<file path="config.mk">
export PLATFORM = sky130hd
export DESIGN_NAME = accum_dump_flat
export DESIGN_NICKNAME = d
export VERILOG_FILES = /design/src/rtl/accum_dump_if.sv /design/src/rtl/accum_dump.sv /design/src/flat_wrapper.sv
export SDC_FILE = /design/constraint.sdc
export NUM_CORES = 1
export LEC_CHECK = 0
export CORE_UTILIZATION = 41
export DETAILED_ROUTE_END_ITERATION = 7
export SLEW_MARGIN = 0
export SYNTH_ARGS = -nofsm -noshare
export SYNTH_HDL_FRONTEND = slang
export SYNTH_SLANG_ARGS = --single-unit
export TNS_END_PERCENT = 30
</file>
<file path="constraint.sdc">
create_clock -name clk -period 2.9 [get_ports clk]
set_clock_uncertainty 0.2 [all_clocks]
set_input_delay 0.58 -clock clk [delete_from_list [all_inputs] [get_ports clk]]
set_output_delay 0.58 -clock clk [all_outputs]
set_load 0.1 [all_outputs]
</file>
<file path="src/rtl/accum_dump_if.sv">
// Sample-in / result-out handshake bundle for the block accumulator.
interface accum_dump_if #(
    parameter int NN = 16,
    parameter int OW = 24
) ();
    logic          in_valid;
    logic          in_ready;
    logic [NN-1:0] in_data;
    logic          clear;
    logic          out_valid;
    logic          out_ready;
    logic [OW-1:0] out_data;
    logic          out_sat;

    modport master (
        output in_valid, in_data, clear, out_ready,
        input  in_ready, out_valid, out_data, out_sat
    );

    modport slave (
        input  in_valid, in_data, clear, out_ready,
        output in_ready, out_valid, out_data, out_sat
    );
endinterface

</file>
<file path="src/rtl/accum_dump.sv">
// Block accumulator: sums LEN signed samples, applies an arithmetic right
// shift, saturates the result to OW bits and holds it in a one-entry
// valid/ready output register. A new block starts immediately after each dump.
module accum_dump #(
    parameter int NN    = 16,
    parameter int OW    = 24,
    parameter int LEN   = 8,
    parameter int SHIFT = 0
) (
    input  logic         clk,
    input  logic         reset,
    accum_dump_if.slave  bus
);
    localparam int CW  = $clog2(LEN);
    localparam int ACC = NN + CW;
    localparam int EW  = (ACC > OW) ? ACC : OW;

    localparam logic [CW-1:0]        LAST = CW'(LEN - 1);
    localparam logic signed [EW-1:0] MAXV = {{(EW-OW+1){1'b0}}, {(OW-1){1'b1}}};
    localparam logic signed [EW-1:0] MINV = {{(EW-OW+1){1'b1}}, {(OW-1){1'b0}}};

    logic [CW-1:0]         cnt;
    logic signed [ACC-1:0] acc;
    logic signed [ACC-1:0] sum;
    logic signed [ACC-1:0] scaled;
    logic signed [EW-1:0]  wide;
    logic [OW-1:0]         sat_data;
    logic                  sat_flag;
    logic                  last;
    logic                  accept;
    logic                  load;

    // Handshake: only the block-completing sample stalls behind a pending result.
    always_comb begin
        last         = (cnt == LAST);
        bus.in_ready = !bus.clear && !(last && bus.out_valid && !bus.out_ready);
        accept       = bus.in_valid && bus.in_ready;
        load         = accept && last;
    end

    // Running sum, floor-shift and clamp of the completed block.
    always_comb begin
        sum      = acc + ACC'($signed(bus.in_data));
        scaled   = sum >>> SHIFT;
        wide     = EW'(scaled);
        sat_data = wide[OW-1:0];
        sat_flag = 1'b0;
        if (wide > MAXV) begin
            sat_data = MAXV[OW-1:0];
            sat_flag = 1'b1;
        end else if (wide < MINV) begin
            sat_data = MINV[OW-1:0];
            sat_flag = 1'b1;
        end
    end

    // Accumulator and sample counter; restart from zero on completion or clear.
    always_ff @(posedge clk or posedge reset) begin
        if (reset) begin
            acc <= '0;
            cnt <= '0;
        end else if (bus.clear) begin
            acc <= '0;
            cnt <= '0;
        end else if (accept) begin
            if (last) begin
                acc <= '0;
                cnt <= '0;
            end else begin
                acc <= sum;
                cnt <= cnt + 1'b1;
            end
        end
    end

    // Output register: a load wins over a simultaneous consume.
    always_ff @(posedge clk or posedge reset) begin
        if (reset) begin
            bus.out_valid <= 1'b0;
            bus.out_data  <= '0;
            bus.out_sat   <= 1'b0;
        end else if (load) begin
            bus.out_valid <= 1'b1;
            bus.out_data  <= sat_data;
            bus.out_sat   <= sat_flag;
        end else if (bus.out_valid && bus.out_ready) begin
            bus.out_valid <= 1'b0;
        end
    end
endmodule

</file>
<file path="src/flat_wrapper.sv">
// flat-port wrapper written by rule: the top's interface ports become plain ports
module accum_dump_flat 
#(
    parameter int NN    = 16,
    parameter int OW    = 24,
    parameter int LEN   = 8,
    parameter int SHIFT = 0
)
  (clk, reset, bus_in_valid, bus_in_data, bus_clear, bus_out_ready, bus_in_ready, bus_out_valid, bus_out_data, bus_out_sat);
  accum_dump_if #(.NN(NN), .OW(OW)) bus_i ();
  input  logic clk;
  input  logic reset;
  input wire logic [$bits(bus_i.in_valid)-1:0] bus_in_valid;
  input wire logic [$bits(bus_i.in_data)-1:0] bus_in_data;
  input wire logic [$bits(bus_i.clear)-1:0] bus_clear;
  input wire logic [$bits(bus_i.out_ready)-1:0] bus_out_ready;
  output wire logic [$bits(bus_i.in_ready)-1:0] bus_in_ready;
  output wire logic [$bits(bus_i.out_valid)-1:0] bus_out_valid;
  output wire logic [$bits(bus_i.out_data)-1:0] bus_out_data;
  output wire logic [$bits(bus_i.out_sat)-1:0] bus_out_sat;
  assign bus_i.in_valid = bus_in_valid;
  assign bus_i.in_data = bus_in_data;
  assign bus_i.clear = bus_clear;
  assign bus_i.out_ready = bus_out_ready;
  assign bus_in_ready = bus_i.in_ready;
  assign bus_out_valid = bus_i.out_valid;
  assign bus_out_data = bus_i.out_data;
  assign bus_out_sat = bus_i.out_sat;
  accum_dump #(.NN(NN), .OW(OW), .LEN(LEN), .SHIFT(SHIFT)) u_core (.clk(clk), .reset(reset), .bus(bus_i));
endmodule
</file>
After elaboration in Yosys (flattened, before gate mapping). Cells that the tools add are included.

Add/sub/neg operators: 2. $lt $le $gt $ge: 2. Eq/ne operators: 1. Muxes and demuxes: 12. Reduce and logical (&&, ||, !) cells: 11.

Operators by type and width (number): 19-bit two-way mux (3); 24-bit two-way mux (2); 19-bit by 24-bit > comparator with 1-bit output, second input constant (1); 19-bit by 24-bit < comparator with 1-bit output, second input constant (1); 19-bit by 16-bit adder with 19-bit output (1); 3-bit two-way mux (3); 1-bit logical AND (6); 1-bit two-way mux (4); 2-bit nonzero test (2); 3-bit by 1-bit adder with 3-bit output, second input constant (1); 3-bit equality test, second input constant (1); 1-bit zero test (3).

Register bits after elaboration: 48. Bits of input ports: 21. Output and inout bits: 27. Word-level logic and storage cells: 33.

Logic depth before layout (Yosys ltp). Gate-level depths: netlist of run 1.

Depth after elaboration: 8. Gate-level depth with buffers: 8. Mapped depth without buffers: 8.

Worst setup path after synthesis of run 1. No wires, ideal clock.

Path type: register -> output. Start point: reg u_core.bus.out_valid. End point: out bus_in_ready. Arrival: 2.515 ns. Required time: 2.120 ns. Slack: -0.395 ns. Stages on the path, launching flop included: 3. Buffers on the path: 0. Path through: dfrtp_1 nor2b_1 a21oi_1.

Cells in the longest elaborated chain, start to end: 4.

RTL lines: from (decl) (line accum_dump_if.sv:22) `output in_ready, out_valid, out_data, out_sat`; from (signal assigned) (line accum_dump.sv:79) `bus.out_valid <= 1'b0;`; from (signal assigned) (line accum_dump.sv:83) `bus.out_valid <= 1'b1;`; from (signal assigned) (line accum_dump.sv:87) `bus.out_valid <= 1'b0;`; 1-bit logical AND (2 in series) (line accum_dump.sv:36) `bus.in_ready = !bus.clear && !(last && bus.out_valid && !bus.out_ready);`; 1-bit zero test (line accum_dump.sv:36); 1-bit logical AND (line accum_dump.sv:36); to (decl) (line flat_wrapper.sv:17) `output wire logic [$bits(bus_i.in_ready)-1:0] bus_in_ready;`.

Every way passes these cells.

Worst setup path in the final report of run 1.
Start point: in bus_in_data[1]. End point: reg u_core.acc[16].

Cells in the longest elaborated chain, start to end: 4.

RTL lines: from (decl) (line flat_wrapper.sv:14) `input wire logic [$bits(bus_i.in_data)-1:0] bus_in_data;`; 19-bit by 16-bit adder with 19-bit output (line accum_dump.sv:43) `sum = acc + ACC'($signed(bus.in_data));`; 19-bit two-way mux (line accum_dump.sv:66) `if (last) begin`; 19-bit two-way mux (line accum_dump.sv:65) `end else if (accept) begin`; 19-bit two-way mux (line accum_dump.sv:62) `end else if (bus.clear) begin`; to (signal assigned) (line accum_dump.sv:70) `acc <= sum;`; to (decl) (line accum_dump.sv:23) `logic signed [ACC-1:0] acc;`.

Every way passes these cells. The select of a mux whose other input is x is not followed. A chain may end at the register's enable or synchronous reset.

==> tab_implementation.tex, run 1 <==
\begin{tabular}{lr}
\hline
Metric & Value \\
\hline
\multicolumn{2}{l}{\textbf{Synth}} \\
\quad FFs w/ async S/R, synth & 1.00 \\
\quad Cell type with the highest aggregate area in the netlist & dfrtp\_1 \\
\quad Unique masters post-synth & 56 \\
\quad Top\_reg\_cell synth & dfrtp\_1 \\
\quad Number of synthesized register bits & 42 \\
\quad Post-synthesis cell area & 2800 µm² \\
\quad Part of the Yosys area used for sequential elements & 0.375 \\
\quad Gate count after technology mapping & 312 \\
\quad Number of synthesized flops with an enable pin & 0 \\
\quad Net Count, Synth & 354 \\
\quad Area share of the largest cell type after synthesis & 0.375 \\
\quad Mean instance size in the synthesized netlist & 8.99 µm² \\
\quad Warnings from Yosys & 0 \\
\quad Cell types occupying the most area after synthesis & dfrtp\_1 (37\%), ha\_1 (8.9\%), nand2\_1 (5.9\%) \\
\multicolumn{2}{l}{\textbf{Place}} \\
\quad \# port buffers & 46 \\
\quad Detailed placer's ending HPWL & 5.04 mm \\
\quad Last weighted congestion value of the routability-driven placer & 0.807 \\
\multicolumn{2}{l}{\textbf{Setup path}} \\
\quad Beginning of the worst register-to-register path & u\_core.acc[0] \\
\quad Crit end category & register \\
\quad First element of the critical path & bus\_in\_data[1] \\
\quad Arrival time of data at the critical path endpoint & 2.89 ns \\
\quad Type of origin of the critical path & input port \\
\quad Type of the setup path with the least slack & input port to register \\
\quad WP data required & 2.89 ns \\
\quad Largest fanout on the critical path & 5 \\
\multicolumn{2}{l}{\textbf{Final layout}} \\
\quad Most used cells in the layout excluding fill and tap cells & buf\_4 (72), nand2\_1 (44), dfrtp\_1 (42) \\
\quad Core Util, Final & 0.571 \\
\quad Most common cell after layout, fill and taps aside & buf\_4 \\
\quad Final antenna diode count & 0 \\
\quad P\&R area growth vs syn & 31.5\% \\
\quad \# fillers & 607 \\
\quad Nets@finish & 432 \\
\quad Fraction of final layout cells sized beyond drive strength 1 & 0.261 \\
\multicolumn{2}{l}{\textbf{Timing}} \\
\quad Final worst-path cycle share & 0.999 \\
\quad Worst slew margin relative to its limit & 0.625 \\
\quad Final Critical Period & 2.90 ns \\
\quad Final setup violation count & 0 \\
\quad Final max-slew violation count & 0 \\
\quad Summed negative setup slack over all endpoints & 0 ns \\
\quad Final hold violation count & 0 \\
\quad Highest achievable clock rate & 0.345 GHz \\
\quad RSZ-0062 raised after global routing & true \\
\quad Slew at the pin closest to its max-slew limit & 0.562 ns \\
\multicolumn{2}{l}{\textbf{Clock tree}} \\
\quad Sink count of the clock tree & 42 \\
\quad Clock slew at reported path FFs & 0.08 ns \\
\quad \# hold bufs at CTS & 0 \\
\quad Maximum root-to-sink buffer count & 2 \\
\quad TritonCTS clock tree & yes \\
\quad CTS root buf & clkbuf\_8 \\
\quad Later-pin clock latency in the skew report & 0.30 ns \\
\quad Clock H-tree levels & 2 \\
\quad Number of CTS-inserted buffers & 5 \\
\multicolumn{2}{l}{\textbf{Floorplanning}} \\
\quad Initial Utilization & 0.434 \\
\quad Area inside the core boundary & 6460 µm² \\
\quad Row cnt & 29 \\
\quad Die width & 84.7 µm \\
\quad Top-Level Pins & 48 \\
\quad Area enclosed by the die boundary & 7170 µm² \\
\quad Height of the die & 84.7 µm \\
\multicolumn{2}{l}{\textbf{Route}} \\
\quad Post-route antenna net violation count & 0 \\
\quad Number of iterations in the first detailed-routing pass & 6 \\
\quad WL per Instance & 14.7 µm \\
\quad Final WL & 6.89 mm \\
\quad DRC marker count from the first detailed-route iteration & 80 \\
\quad Number of vias in the routed layout & 2515 \\
\quad Residual DRC & 2 \\
\quad Via count normalized by instance count & 5.37 \\
\multicolumn{2}{l}{\textbf{Global route}} \\
\quad First-pass GRT wire length & 11.9 mm \\
\quad Initial antenna violation count & 0 \\
\quad GRT Total Usage & 0.207 \\
\quad Pin count of the biggest net entering global routing & 43 \\
\quad Via count of the first global-routing pass & 2504 \\
\quad Overall overflow remaining after global route & 0 \\
\multicolumn{2}{l}{\textbf{Run}} \\
\quad Max-Cap Viols & 0 \\
\multicolumn{2}{l}{\textbf{Power and ir drop}} \\
\quad VDD IR-drop max & 0.323 mV \\
\quad P per Cell Area & 510 nW/µm² \\
\quad Lkg Pwr & 1.92 nW \\
\multicolumn{2}{l}{\textbf{Run status}} \\
\quad Violated checks & design-rule violations \\
\quad Status & finished with violations \\
\multicolumn{2}{l}{\textbf{Min path}} \\
\quad Worst Hold Class & register to register \\
\quad Min-delay src & u\_core.bus.out\_data[4] \\
\hline
\end{tabular}
[critical path, cell delays in order]
cell             delay (ns)
clkdlybuf4s50_1        0.45
fa_2                   0.36
a21o_1                 0.17
a221o_2                0.41
a22oi_4                0.21
a21oi_2                0.09
or3_4                  0.37
a32o_2                 0.24
[flip-flops by register name, summed over array words and instances (netlist names)]
name                  cells
u_core.acc               19
u_core.bus.out_valid      1
u_core.cnt                3
u_core.bus.out_data      19
[path summary, 6_finish.rpt]
check / cells past startpoint / slack [ns] / to
min in group asynchronous: 3 / 0.51 / u_core.bus.out_data[0]
max in group asynchronous: 3 / 1.60 / u_core.acc[9]
hold / removal: 2 / 0.28 / u_core.bus.out_data[4]
setup reg to reg: 8 / 0.10 / u_core.acc[16]
setup / recovery: 8 / 0.002 / u_core.acc[16]
hold reg to reg: 2 / 0.28 / u_core.bus.out_data[4]
[area by class of cell]
cell class | count | area (µm²) | share of cell area
clock buffers | 6 | 72.6 | 0.0197
clock inverters | 2 | 37.5 | 0.0102
inverters | 5 | 18.8 | 0.00509
multi-input cells | 243 | 1650 | 0.448
flip-flops and latches | 42 | 1050 | 0.285
well taps | 77 | 96.3 | 0.0261
repair buffers | 93 | 761 | 0.206
[metrics by stage]
stage          std cells  hold slack [ns]  instance area (µm²)  worst slack (ns)  total power [mW]
2_1_floorplan        312            0.253                 2810           -0.0322              1.13
3_3_place_gp         458            0.260                 3540            -0.580              1.39
3_5_place_dp         458            0.264                 3540            -0.603              1.40
4_1_cts              468            0.286                 3680           0.00162              1.90
5_1_grt              468            0.312                 3690           -0.0432              2.01
6_report             468            0.278                 3690           0.00169              1.88
[timing repair]
item,CTS,global route
resized for setup,6,2
buffers inserted,2,0
endpoints found under the setup margin,10,5
pin swaps,9,0
[power breakdown]
group          internal [mW]  total [mW]  switching [mW]
clock network          0.257       0.473           0.216
logic                  0.354       0.744           0.390
registers              0.631       0.662          0.0308
total                   1.24        1.88           0.637
[synthesized netlist by cell type (2+ instances only)]
library cell / count
nand2_1: 44
dfrtp_1: 42
a21oi_1: 29
ha_1: 20
nor2_1: 17
clkbuf_1: 14
o21ai_0: 12
a22o_1: 11
nand3_1: 11
nand2b_1: 9
a21o_1: 7
nor2b_1: 7
buf_4: 6
inv_1: 5
mux2i_1: 5
or3_1: 5
and2_1: 4
and3_1: 4
xnor2_1: 4
xor2_1: 4
mux2_2: 3
nor3_1: 3
o211ai_1: 3
a211o_1: 2
a211oi_1: 2
a211oi_2: 2
a22oi_1: 2
a31o_2: 2
a31oi_1: 2
a32o_1: 2
nand4_1: 2
o21a_1: 2
o21ai_1: 2
[logic make-up (layout without fill, tap and decap cells)]
family	after synthesis	in the layout	synth area share
mux	8	8	0.0299
simple gates	111	111	0.190
compound gates	94	94	0.238
other cells	1	1	0.00134
fa+ha+maj	21	21	0.0964
buf+inv	27	106	0.0446
flops	42	42	0.375
xor+xnor	8	8	0.0250
[per-layer routing]
layer	up-vias	GRT usage	part of all wire
met3	6	0.0354	0.035
li1	1280	-	-
met4	0	0.0508	0.0094
met1	1185	0.285	0.49
met5	-	0	0
met2	44	0.340	0.47
Note: power is estimated with default switching activity, not from simulation.
==> inputs of run 2 (changes only) <==
Settings changed: CTS_BUF_LIST from default to sky130_fd_sc_hd__clkbuf_8, DONT_BUFFER_PORTS from default to 1.
==> run 2 against run 1 <==
  * The flow still finishes with violations (design-rule violations)
  * First-iteration DRC count up 78%
  * Final area down 17%
  * Maximum frequency up 3.0%
  * Critical path depth unchanged
  * Count of clock-buffer cells in the layout down 1
  * Flip-flop and latch count unchanged
  * Via count down 10%
  * Register-to-register slack about the same
  * Global-route usage down 2.2 points
  * Critical path type is now register to register
  * Largest power group is now registers
==> tab_implementation.tex, run 2 (synthesis results as in run 1) <==
\begin{tabular}{lr}
\hline
Metric & Value \\
\hline
\multicolumn{2}{l}{\textbf{Final layout}} \\
\quad Leading registers by flop count & u\_core.acc x19, u\_core.bus.out\_data x19, u\_core.cnt x3 \\
\quad Final antenna diode count & 0 \\
\quad Most used cells in the layout excluding fill and tap cells & nand2\_1 (44), dfrtp\_1 (41), a21oi\_1 (28) \\
\quad Fraction of final layout cells sized beyond drive strength 1 & 0.134 \\
\quad Most common cell after layout, fill and taps aside & nand2\_1 \\
\quad Nets@finish & 355 \\
\quad \# fillers & 621 \\
\quad P\&R area growth vs syn & 9.01\% \\
\multicolumn{2}{l}{\textbf{Global route}} \\
\quad Overall overflow remaining after global route & 0 \\
\quad GRT Total Usage & 0.185 \\
\quad Pin count of the biggest net entering global routing & 24 \\
\quad First-pass GRT wire length & 10.5 mm \\
\quad Via count of the first global-routing pass & 2214 \\
\quad Initial antenna violation count & 0 \\
\multicolumn{2}{l}{\textbf{Route}} \\
\quad DRC marker count from the first detailed-route iteration & 142 \\
\quad WL per Instance & 16.2 µm \\
\quad Number of iterations in the first detailed-routing pass & 7 \\
\quad Post-route antenna net violation count & 0 \\
\quad Final WL & 6.32 mm \\
\quad Residual DRC & 2 \\
\quad Number of vias in the routed layout & 2263 \\
\quad Via count normalized by instance count & 5.79 \\
\multicolumn{2}{l}{\textbf{Place}} \\
\quad \# port buffers & 0 \\
\quad Setup slack at placement & -0.191 ns \\
\quad Last weighted congestion value of the routability-driven placer & 0.842 \\
\quad Detailed placer's ending HPWL & 4.57 mm \\
\multicolumn{2}{l}{\textbf{Setup path}} \\
\quad Type of origin of the critical path & register \\
\quad Critical Path Stages & 8 \\
\quad Total buffers and inverters traversed by the critical path & 0 \\
\quad Largest fanout on the critical path & 5 \\
\quad Slowest-stage cell, CP & a221o\_2 \\
\quad Arrival time of data at the critical path endpoint & 2.80 ns \\
\quad Top Family by Delay on Critical Path & compound AO/OA/AOI/OAI gates \\
\quad Path depth of the worst reg2reg path & 8 \\
\quad First element of the critical path & u\_core.acc[0] \\
\quad Type of the setup path with the least slack & register to register \\
\quad CP Cell Sequence & ha\_1 -> fa\_2 -> a21o\_1 -> a221o\_2 -> a22oi\_4 -> a21oi\_2 -> or3\_1 -> a32o\_2 \\
\quad Beginning of the worst register-to-register path & u\_core.acc[0] \\
\quad Highest cell delay on the worst timing path & 0.41 ns \\
\quad Crit end category & register \\
\quad WP data required & 2.89 ns \\
\multicolumn{2}{l}{\textbf{Floorplanning}} \\
\quad Height of the die & 84.7 µm \\
\quad Die width & 84.7 µm \\
\quad Top-Level Pins & 48 \\
\quad Row cnt & 29 \\
\quad Initial Utilization & 0.434 \\
\quad Area inside the core boundary & 6460 µm² \\
\quad Area enclosed by the die boundary & 7170 µm² \\
\multicolumn{2}{l}{\textbf{Power and ir drop}} \\
\quad Internal Pwr Total & 1.12 mW \\
\quad VDD IR-drop max & 0.241 mV \\
\quad Sequential share of power & 0.390 \\
\quad Switching fraction of total power & 0.348 \\
\quad Lkg Pwr & 1.55 nW \\
\quad Clock network fraction of design power & 0.272 \\
\quad Combinational share of power & 0.338 \\
\quad P\_sw & 0.599 mW \\
\quad P per Cell Area & 564 nW/µm² \\
\multicolumn{2}{l}{\textbf{Clock tree}} \\
\quad Maximum root-to-sink buffer count & 2 \\
\quad Clock H-tree levels & 2 \\
\quad Sink count of the clock tree & 42 \\
\quad Number of CTS-inserted buffers & 5 \\
\quad TritonCTS clock tree & yes \\
\quad CTS root buf & clkbuf\_8 \\
\quad Clock slew at reported path FFs & 0.08 ns \\
\quad Later-pin clock latency in the skew report & 0.30 ns \\
\multicolumn{2}{l}{\textbf{Timing}} \\
\quad Final max-slew violation count & 0 \\
\quad Final hold violation count & 0 \\
\quad Final Critical Period & 2.81 ns \\
\quad Final worst-path cycle share & 0.971 \\
\quad Summed negative setup slack over all endpoints & 0 ns \\
\quad Worst slew margin relative to its limit & 0.379 \\
\quad Highest achievable clock rate & 0.355 GHz \\
\quad Final setup violation count & 0 \\
\quad Final setup slack of the worst path & 0.0855 ns \\
\quad Slew at the pin closest to its max-slew limit & 0.931 ns \\
\quad RSZ-0062 raised after global routing & false \\
\multicolumn{2}{l}{\textbf{Run}} \\
\quad Max-Cap Viols & 0 \\
\multicolumn{2}{l}{\textbf{Min path}} \\
\quad Min-delay src & bus\_clear \\
\quad Worst Hold Class & input port to register \\
\quad Cell count of the worst hold path & 1 \\
\multicolumn{2}{l}{\textbf{Run status}} \\
\quad Status & finished with violations \\
\quad Violated checks & design-rule violations \\
\hline
\end{tabular}
[run 2: changes by cell type in the layout (fill, tap and decap cells not counted), sizes merged]
cell           previous run  this run
buf                      73        15
clkbuf                    6         5
clkdlybuf4s15             1         0
clkdlybuf4s50            19         0
clkinv                    1         0
dlygate4sd3               0         1
inv                       4         6
[run 2: routing by layer]
| metal | share of wire | wire length [µm] | GRT usage | up-vias |
|---|---|---|---|---|
| met5 | 0 | 0 | 0 | - |
| met4 | 0.0092 | 58 | 0.0478 | 0 |
| met3 | 0.045 | 283 | 0.0472 | 5 |
| met2 | 0.46 | 2880 | 0.298 | 44 |
| met1 | 0.49 | 3100 | 0.250 | 1089 |
| li1 | - | - | - | 1125 |
[run 2: final cells by class]
| class | instances | area (µm²) | share of cell area |
|---|---|---|---|
| clock inverter | 3 | 41.3 | 0.0135 |
| timing repair buffer | 16 | 143 | 0.0467 |
| tap | 77 | 96.3 | 0.0315 |
| clock buffer | 5 | 68.8 | 0.0225 |
| multi-input combinational | 243 | 1630 | 0.535 |
| inverter | 5 | 18.8 | 0.00614 |
| sequential | 42 | 1050 | 0.345 |
[run 2: metrics by stage]
step,cells,total power [mW],hold slack [ns],area (µm²),util
6_report,391,1.72,0.134,3060,0.473
4_1_cts,390,1.74,0.123,3050,0.472
3_5_place_dp,381,1.26,0.277,2930,0.453
3_3_place_gp,381,1.25,0.269,2930,0.453
2_1_floorplan,312,1.13,0.253,2810,-
5_1_grt,391,1.84,0.119,3060,0.473
[run 2: power groups by stage]
stage	Sequential, mW	Clock (mW)	Combinational (mW)
after floorplan	0.674	0	0.457
after detailed placement	0.681	0	0.574
final	0.671	0.469	0.583
after global routing	0.677	0.510	0.650
after global placement	0.682	0	0.568
after CTS	0.671	0.488	0.581
[run 2: final timing paths]
check,end,slack [ns]
worst min register to register,u_core.acc[9],0.29
worst min-delay path,u_core.cnt[2],0.13
max in group asynchronous,u_core.bus.out_data[7],1.29
worst max-delay path,u_core.acc[16],0.09
min in group asynchronous,u_core.cnt[2],0.57
worst max register to register,u_core.acc[16],0.09
[run 2: timing repair]
item	CTS	global route
pin swaps	1	2
hold endpoints to repair	14	0
buffers inserted	0	1
resized for setup	0	1
hold buffers	1	0
endpoints found under the setup margin	1	4
[run 2: worst reg2reg max path: cells and delay by family (launching register included)]
kind	cells	cell delay, ns
fa+ha+maj	2	0.58
flops	1	0.39
simple gates	1	0.33
compound gates	5	1.21
